`config.mk`:
```
export PLATFORM = sky130hd
export DESIGN_NAME = lut_cam
export DESIGN_NICKNAME = d
export VERILOG_FILES = /design/src/rtl/lut_cam.sv
export SDC_FILE = /design/constraint.sdc
export NUM_CORES = 1
export LEC_CHECK = 0
export BUFFER_PORTS_ARGS = -buffer_cell sky130_fd_sc_hd__clkbuf_2
export CAP_MARGIN = 15
export CORE_ASPECT_RATIO = 1.4
export CORE_MARGIN = 3
export CORE_UTILIZATION = 55
export DETAILED_ROUTE_END_ITERATION = 10
export HOLD_SLACK_MARGIN = 0.08
export PLACE_DENSITY = 0.85
export SYNTH_ARGS = -nofsm -noshare
export SYNTH_HDL_FRONTEND = slang
export SYNTH_SLANG_ARGS = --single-unit
export TNS_END_PERCENT = 1
```
`constraint.sdc`:
```
create_clock -name clk -period 2.49 [get_ports clk]
set_clock_uncertainty 0.15 [all_clocks]
set_input_delay 0.3735 -clock clk [delete_from_list [all_inputs] [get_ports clk]]
set_output_delay 0.3735 -clock clk [all_outputs]
set_load 0.005 [all_outputs]
```
`src/rtl/lut_cam.sv`:
```
// Small content-addressable lookup table with a single registered response stage.
// Optional multi-hit flag is built only when LUT_CAM_MULTIHIT_EN is defined.
module lut_cam #(
    parameter int  NR_KEY     = 4,
    parameter int  KEY_WIDTH  = 4,
    parameter int  DATA_WIDTH = 8,
    localparam int IDX_W      = (NR_KEY > 1) ? $clog2(NR_KEY) : 1
) (
    input  logic                  clk,
    input  logic                  rst_n,
    input  logic                  clr,
    input  logic                  wr_en,
    input  logic [IDX_W-1:0]      wr_idx,
    input  logic                  wr_vld,
    input  logic [KEY_WIDTH-1:0]  wr_key,
    input  logic [DATA_WIDTH-1:0] wr_data,
    input  logic                  req_valid,
    output logic                  req_ready,
    input  logic [KEY_WIDTH-1:0]  req_key,
    input  logic [DATA_WIDTH-1:0] req_def,
    output logic                  rsp_valid,
    input  logic                  rsp_ready,
    output logic [DATA_WIDTH-1:0] rsp_data,
    output logic                  rsp_hit,
    output logic [IDX_W-1:0]      rsp_idx,
    output logic                  rsp_multi
);

    logic [NR_KEY-1:0]     r_vld;
    logic [KEY_WIDTH-1:0]  r_key  [NR_KEY];
    logic [DATA_WIDTH-1:0] r_data [NR_KEY];

    logic [NR_KEY-1:0]     w_wr_sel;
    logic [NR_KEY-1:0]     w_match;
    logic                  w_hit;
    logic [IDX_W-1:0]      w_hit_idx;
    logic [DATA_WIDTH-1:0] w_hit_data;
    logic                  w_fire;

    logic                  r_rsp_valid;
    logic [DATA_WIDTH-1:0] r_rsp_data;
    logic                  r_rsp_hit;
    logic [IDX_W-1:0]      r_rsp_idx;

    // An out-of-range wr_idx decodes to no entry, so the write is dropped.
    for (genvar g = 0; g < NR_KEY; g++) begin : g_entry
        assign w_wr_sel[g] = wr_en && (wr_idx == IDX_W'(g));
        assign w_match[g]  = r_vld[g] && (r_key[g] == req_key);
    end

    // NOTE: combinational logic uses blocking '=' with every output defaulted first, so no latch is inferred.
    always_comb begin
        w_hit      = 1'b0;
        w_hit_idx  = '0;
        w_hit_data = req_def;
        for (int i = NR_KEY - 1; i >= 0; i--) begin
            if (w_match[i]) begin
                w_hit      = 1'b1;
                w_hit_idx  = IDX_W'(i);
                w_hit_data = r_data[i];
            end
        end
    end

    // A write to an entry overrides a concurrent clr of that entry.
    always_ff @(posedge clk or negedge rst_n) begin
        if (!rst_n) begin
            r_vld <= '0;
        end else begin
            for (int i = 0; i < NR_KEY; i++) begin
                if (w_wr_sel[i]) begin
                    r_vld[i] <= wr_vld;
                end else if (clr) begin
                    r_vld[i] <= 1'b0;
                end
            end
        end
    end

    // NOTE: key/data storage is deliberately left unreset; the vld bits alone gate matching.
    always_ff @(posedge clk) begin
        for (int i = 0; i < NR_KEY; i++) begin
            if (w_wr_sel[i]) begin
                r_key[i]  <= wr_key;
                r_data[i] <= wr_data;
            end
        end
    end

    assign req_ready = !r_rsp_valid || rsp_ready;
    assign w_fire    = req_valid && req_ready;

    // NOTE: sequential state uses non-blocking '<=' so all registers update from pre-edge values.
    always_ff @(posedge clk or negedge rst_n) begin
        if (!rst_n) begin
            r_rsp_valid <= 1'b0;
            r_rsp_data  <= '0;
            r_rsp_hit   <= 1'b0;
            r_rsp_idx   <= '0;
        end else if (w_fire) begin
            r_rsp_valid <= 1'b1;
            r_rsp_data  <= w_hit_data;
            r_rsp_hit   <= w_hit;
            r_rsp_idx   <= w_hit_idx;
        end else if (rsp_ready) begin
            r_rsp_valid <= 1'b0;
        end
    end

`ifdef LUT_CAM_MULTIHIT_EN
    logic w_multi;
    logic r_rsp_multi;

    // Two or more bits set: clearing the lowest set bit leaves something behind.
    assign w_multi = |(w_match & (w_match - NR_KEY'(1)));

    always_ff @(posedge clk or negedge rst_n) begin
        if (!rst_n) begin
            r_rsp_multi <= 1'b0;
        end else if (w_fire) begin
            r_rsp_multi <= w_multi;
        end
    end

    assign rsp_multi = r_rsp_multi;
`else
    assign rsp_multi = 1'b0;
`endif

    assign rsp_valid = r_rsp_valid;
    assign rsp_data  = r_rsp_data;
    assign rsp_hit   = r_rsp_hit;
    assign rsp_idx   = r_rsp_idx;

endmodule

```
* After elaboration in Yosys (flattened, before gate mapping) *
Memory sizes are Yosys's and may differ from the RTL's.
Cells that the tools add are included.

word-level totals
  register bits after elaboration = 16
  memory bits (writable) = 48
  bits of input ports = 33
  memories kept = 2

operators by class
  eq/ne operators = 7
  mux-type cells = 45
  reduce and logical (&&, ||, !) cells = 23

memory list
  memory  depth  bits a word  read ports  clocked after memory_dff  wr ports  line  RTL
  r_data  4      8            4           0                         1         31    logic [DATA_WIDTH-1:0] r_data [NR_KEY];
  r_key   4      4            4           0                         1         30    logic [KEY_WIDTH-1:0] r_key [NR_KEY];

operators by type and width
  operator            number
  $mux 8              7
  $mux 1              25
  $reduce_or 8->1     3
  $mux 2              10
  $eq 4x4->1          4
  $mux 4              3
  $reduce_or 4->1     3
  $reduce_bool 2->1   5
  $logic_and 1x1->1   9
  $eq 2x2->1 const B  2
  $eq 2x1->1 const B  1
  $logic_not 2->1     1
  $logic_not 1->1     1
  $logic_or 1x1->1    1

* Longest topological paths before layout *
  depth in word-level cells = 8
  gate-level depth with buffers = 6
  gate-level depth less buffers = 5

* Least setup slack after synthesis *
OpenSTA, ideal clock, no wires.

  kind = input -> register
  start = input req_key[0]
  end = register r_rsp_data[2], in the netlist rsp_data[2]
  setup time = 119 ps
  data arrival time = 1767 ps
  data required time = 2221 ps
  setup slack = 455 ps
  stages = 6
  path buffers = 1
  cell sequence = inv_2 > a222oi_1 > buf_6 > a31oi_1 > o311a_1 > o21a_1

between the ends
  longest elaborated chain between the ends = 6
  elaborated cells on any way between the ends = 12

RTL lines
  item                    line  RTL
  start: declaration      19    input logic [KEY_WIDTH-1:0] req_key,
  $eq 4x4->1              48    assign w_match[g] = r_vld[g] && (r_key[g] == req_key);
  $logic_and 1x1->1       48
  $mux 8 (3 in a row)     57    if (w_match[i]) begin
  $mux 8 *                57
  end signal: assignment  102   r_rsp_data <= w_hit_data;
  end: declaration        41    logic [DATA_WIDTH-1:0] r_rsp_data;

Every way passes the cells marked *; elsewhere a longest branch is shown, timed or not.
A chain may end at the register's enable or synchronous reset.

==> metrics.txt <==
vias in the first global route 1864; combinational power share under 10%; Final ANT Viol Nets 0; Initial Util about 58%; leak pwr 1.265 nW; # port buffers 45; worst-path cell chain nand2b_1, o2111a_1, a31oi_1, o311ai_1, a31oi_1; clk buf depth 2; TritonCTS Buffers 9; Final Hold Fails 0; Die Area roughly 5800 um^2; vias approximately 1900; met3 wire length around 330 um; M1 wire length 2097 um; final setup violation count 0; dpl cells a little over 300; n_diodes 0; initial antenna violation count 0; Avg WL per Cell ~17 um; Relative slew margins between 50% and 60%; status finished, final reports clean; DP Worst Slack 0.3722 ns; Setup Buffers After CTS 0; # DRC 0; Final Max Tran Viols 0; Max-Cap Viols 0; Syn Area/Cell 13.66 um^2; DR vias/cell 5.829; Tcrit/Tclk final 82.48%; CTS tree built; CTS resizes 0; max incr delay on CP approximately 0.55 ns; syn_nets between 200 and 250; Hold WC Path Type in -> reg; pwr dens roughly 700 nW/um^2; Yosys reg bits 64; Synth Instances between 150 and 200; core footprint 4644 um^2; Final Routed Wirelength roughly 5500 um; non-filler cells, final 322; die height 88.98 um; Iteration-0 DRC Markers 110; Clk pwr share between 30% and 40%; DP HPWL about 3800 um; Worst setup EP type flip-flop; max layer used met4; Achievable Freq approximately 0.5 GHz; post-synthesis cell area 2705 um^2; unrepaired setup endpoints after global routing false; Sw Pwr ~0.50 mW; die width 65.27 um; crit path kind reg -> reg; # H-tree levels 3; met2 WL between 2000 and 3000 um; Worst IR Drop VDD approximately 0.53 mV; total congestion overflow 0; WP data required around 2.5 ns; Critical Path Source Type flip-flop; most used cell, CP a31oi_1; Seq/Total Area, Yosys roughly two thirds; hold_buf cts 1; Arr. time, crit path ~2.1 ns; sequential share of power a little under three fifths; slowest stage cell, crit path o2111a_1; row cnt 29; Final Power 2.257 mW; slew at the pin with the worst max-slew slack a little over 0.7 ns; setup tns final 0 ns; Unique masters post-synth 40; Ports 47; nets@finish between 200 and 300; switching share of power ~22%; largest net degree at the start of global routing 18; CTS root buffer clkbuf_8; Syn-to-layout area delta 19.43%; Final WS setup 0.4362 ns; Top delay family on crit path compound AO/OA/AOI/OAI gates; Clk pin slew, worst setup/hold paths ~0.06 ns; fin crit period approximately 2.1 ns; P_int around 1.8 mW; CTS Sinks 64; GRT Util Overall between 20% and 30%; Crit Path Max Fanout 17; share of layout cells above drive strength 1 just under 30%; global placement routability congestion about 0.80; Worst Path Buf+Inv 0; Syn. warnings 0; first-pass detailed-route iteration total 4; Clock Latency Late Sink 0.32 ns; first-pass GRT wire length 8797 um
-- power by group through the flow --
stage / clock (mW) / sequential, mW / combinational [mW]
floorplan: 0 / 1.26 / 0.108
global placement: 0 / 1.27 / 0.207
detailed placement: 0 / 1.27 / 0.214
CTS: 0.816 / 1.25 / 0.216
global route: 0.878 / 1.25 / 0.237
finish: 0.795 / 1.25 / 0.216
-- synthesized netlist by cell type, drive strengths merged --
cell    instances  share of area [%]
o22a            1               0.32
and4            8                2.8
nor3            2               0.55
o311a           1               0.37
nor4            1               0.23
and3b           1               0.32
and3            2               0.46
edfxtp         48                 53
nand3           2               0.37
a22o            2               0.65
a222oi          1               0.37
nor3b           2               0.55
nand2          14                1.9
buf             3               0.83
or2b            1               0.28
nor2b           2               0.46
or4             1               0.28
clkbuf          6               0.83
inv            13                1.8
o21ai           6                1.1
a21o            1               0.28
o21a            1               0.28
and2            1               0.23
a31oi          17                3.9
nand2b          7                1.6
xor2            6                1.9
nor2            2               0.28
o22ai           8                1.9
nand4           1               0.23
xnor2           4                1.3
conb            1               0.14
o2111a          1               0.42
dfrtp          16                 15
o311ai          7                2.3
nand4b          8                2.6
-- through the flow --
stage | hold slack, ns | util, % | instance area [um^2]
after floorplan | -0.07209 | - | 2705
after global placement | 0.1754 | 65.36 | 3035
after detailed placement | 0.1871 | 65.36 | 3035
after CTS | 0.09675 | 69.56 | 3231
after global routing | 0.1006 | 69.56 | 3231
final | 0.1155 | 69.56 | 3231
-- sequential cells by signal, indices dropped and copies added (netlist names) --
name / flops
rsp_hit: 1
rsp_idx: 2
rsp_data: 8
rsp_valid: 1
r_vld: 4
r_data: 32
r_key: 16
-- cell families after synthesis --
logic type / Yosys count / share of synthesized area (%)
AOI/OAI and AO/OA: 46 / 11.84
xor gates and xnor gates: 10 / 3.238
buffers and inverters: 22 / 3.469
DFF: 64 / 68.08
other: 1 / 0.1386
and+or+nand+nor: 55 / 13.23
-- path summary, 6_finish.rpt --
path                                        start                 endpoint  slack, ns  cells past startpoint
min reg2reg                rsp_idx[1]$_DFFE_PN0P_   rsp_idx[1]$_DFFE_PN0P_       0.33                      2
max reg2reg                 r_key[3][1]$_DFFE_PP_  rsp_data[3]$_DFFE_PN0P_       0.44                      5
min in group asynchronous                   rst_n  rsp_data[5]$_DFFE_PN0P_       0.37                      2
max                         r_key[3][1]$_DFFE_PP_  rsp_data[3]$_DFFE_PN0P_       0.44                      5
min                                     wr_key[3]    r_key[2][3]$_DFFE_PP_       0.12                      1
max in group asynchronous                   rst_n  rsp_data[7]$_DFFE_PN0P_       1.51                      2
-- final cells by class --
type / instances / area [um^2]
Clock buffer: 13 / 170.2
Fill cell: 357 / 1414
Sequential cell: 64 / 1842
Tap cell: 62 / 77.57
Timing Repair Buffer: 55 / 302.8
Multi-Input combinational cell: 112 / 774.5
Inverter: 13 / 48.80
Clock inverter: 3 / 15.01
-- metal layers --
layer / GRT usage, % / up-vias
li1: - / 887
met1: 24.45 / 901
met4: 12.26 / 0
met2: 35.48 / 77
met3: 4.780 / 12
met5: 0 / -
-- layout by cell type (no fill, tap or decap), drive strengths merged, types with 4 or more instances in the layout --
cell,n
inv,13
o22ai,8
o21ai,6
nand4b,8
xor2,6
dfrtp,16
edfxtp,48
xnor2,4
clkbuf,58
nand2b,7
a31oi,17
nand2,14
o311ai,7
and4,8
buf,9
Power figures use the tool's default switching activity.
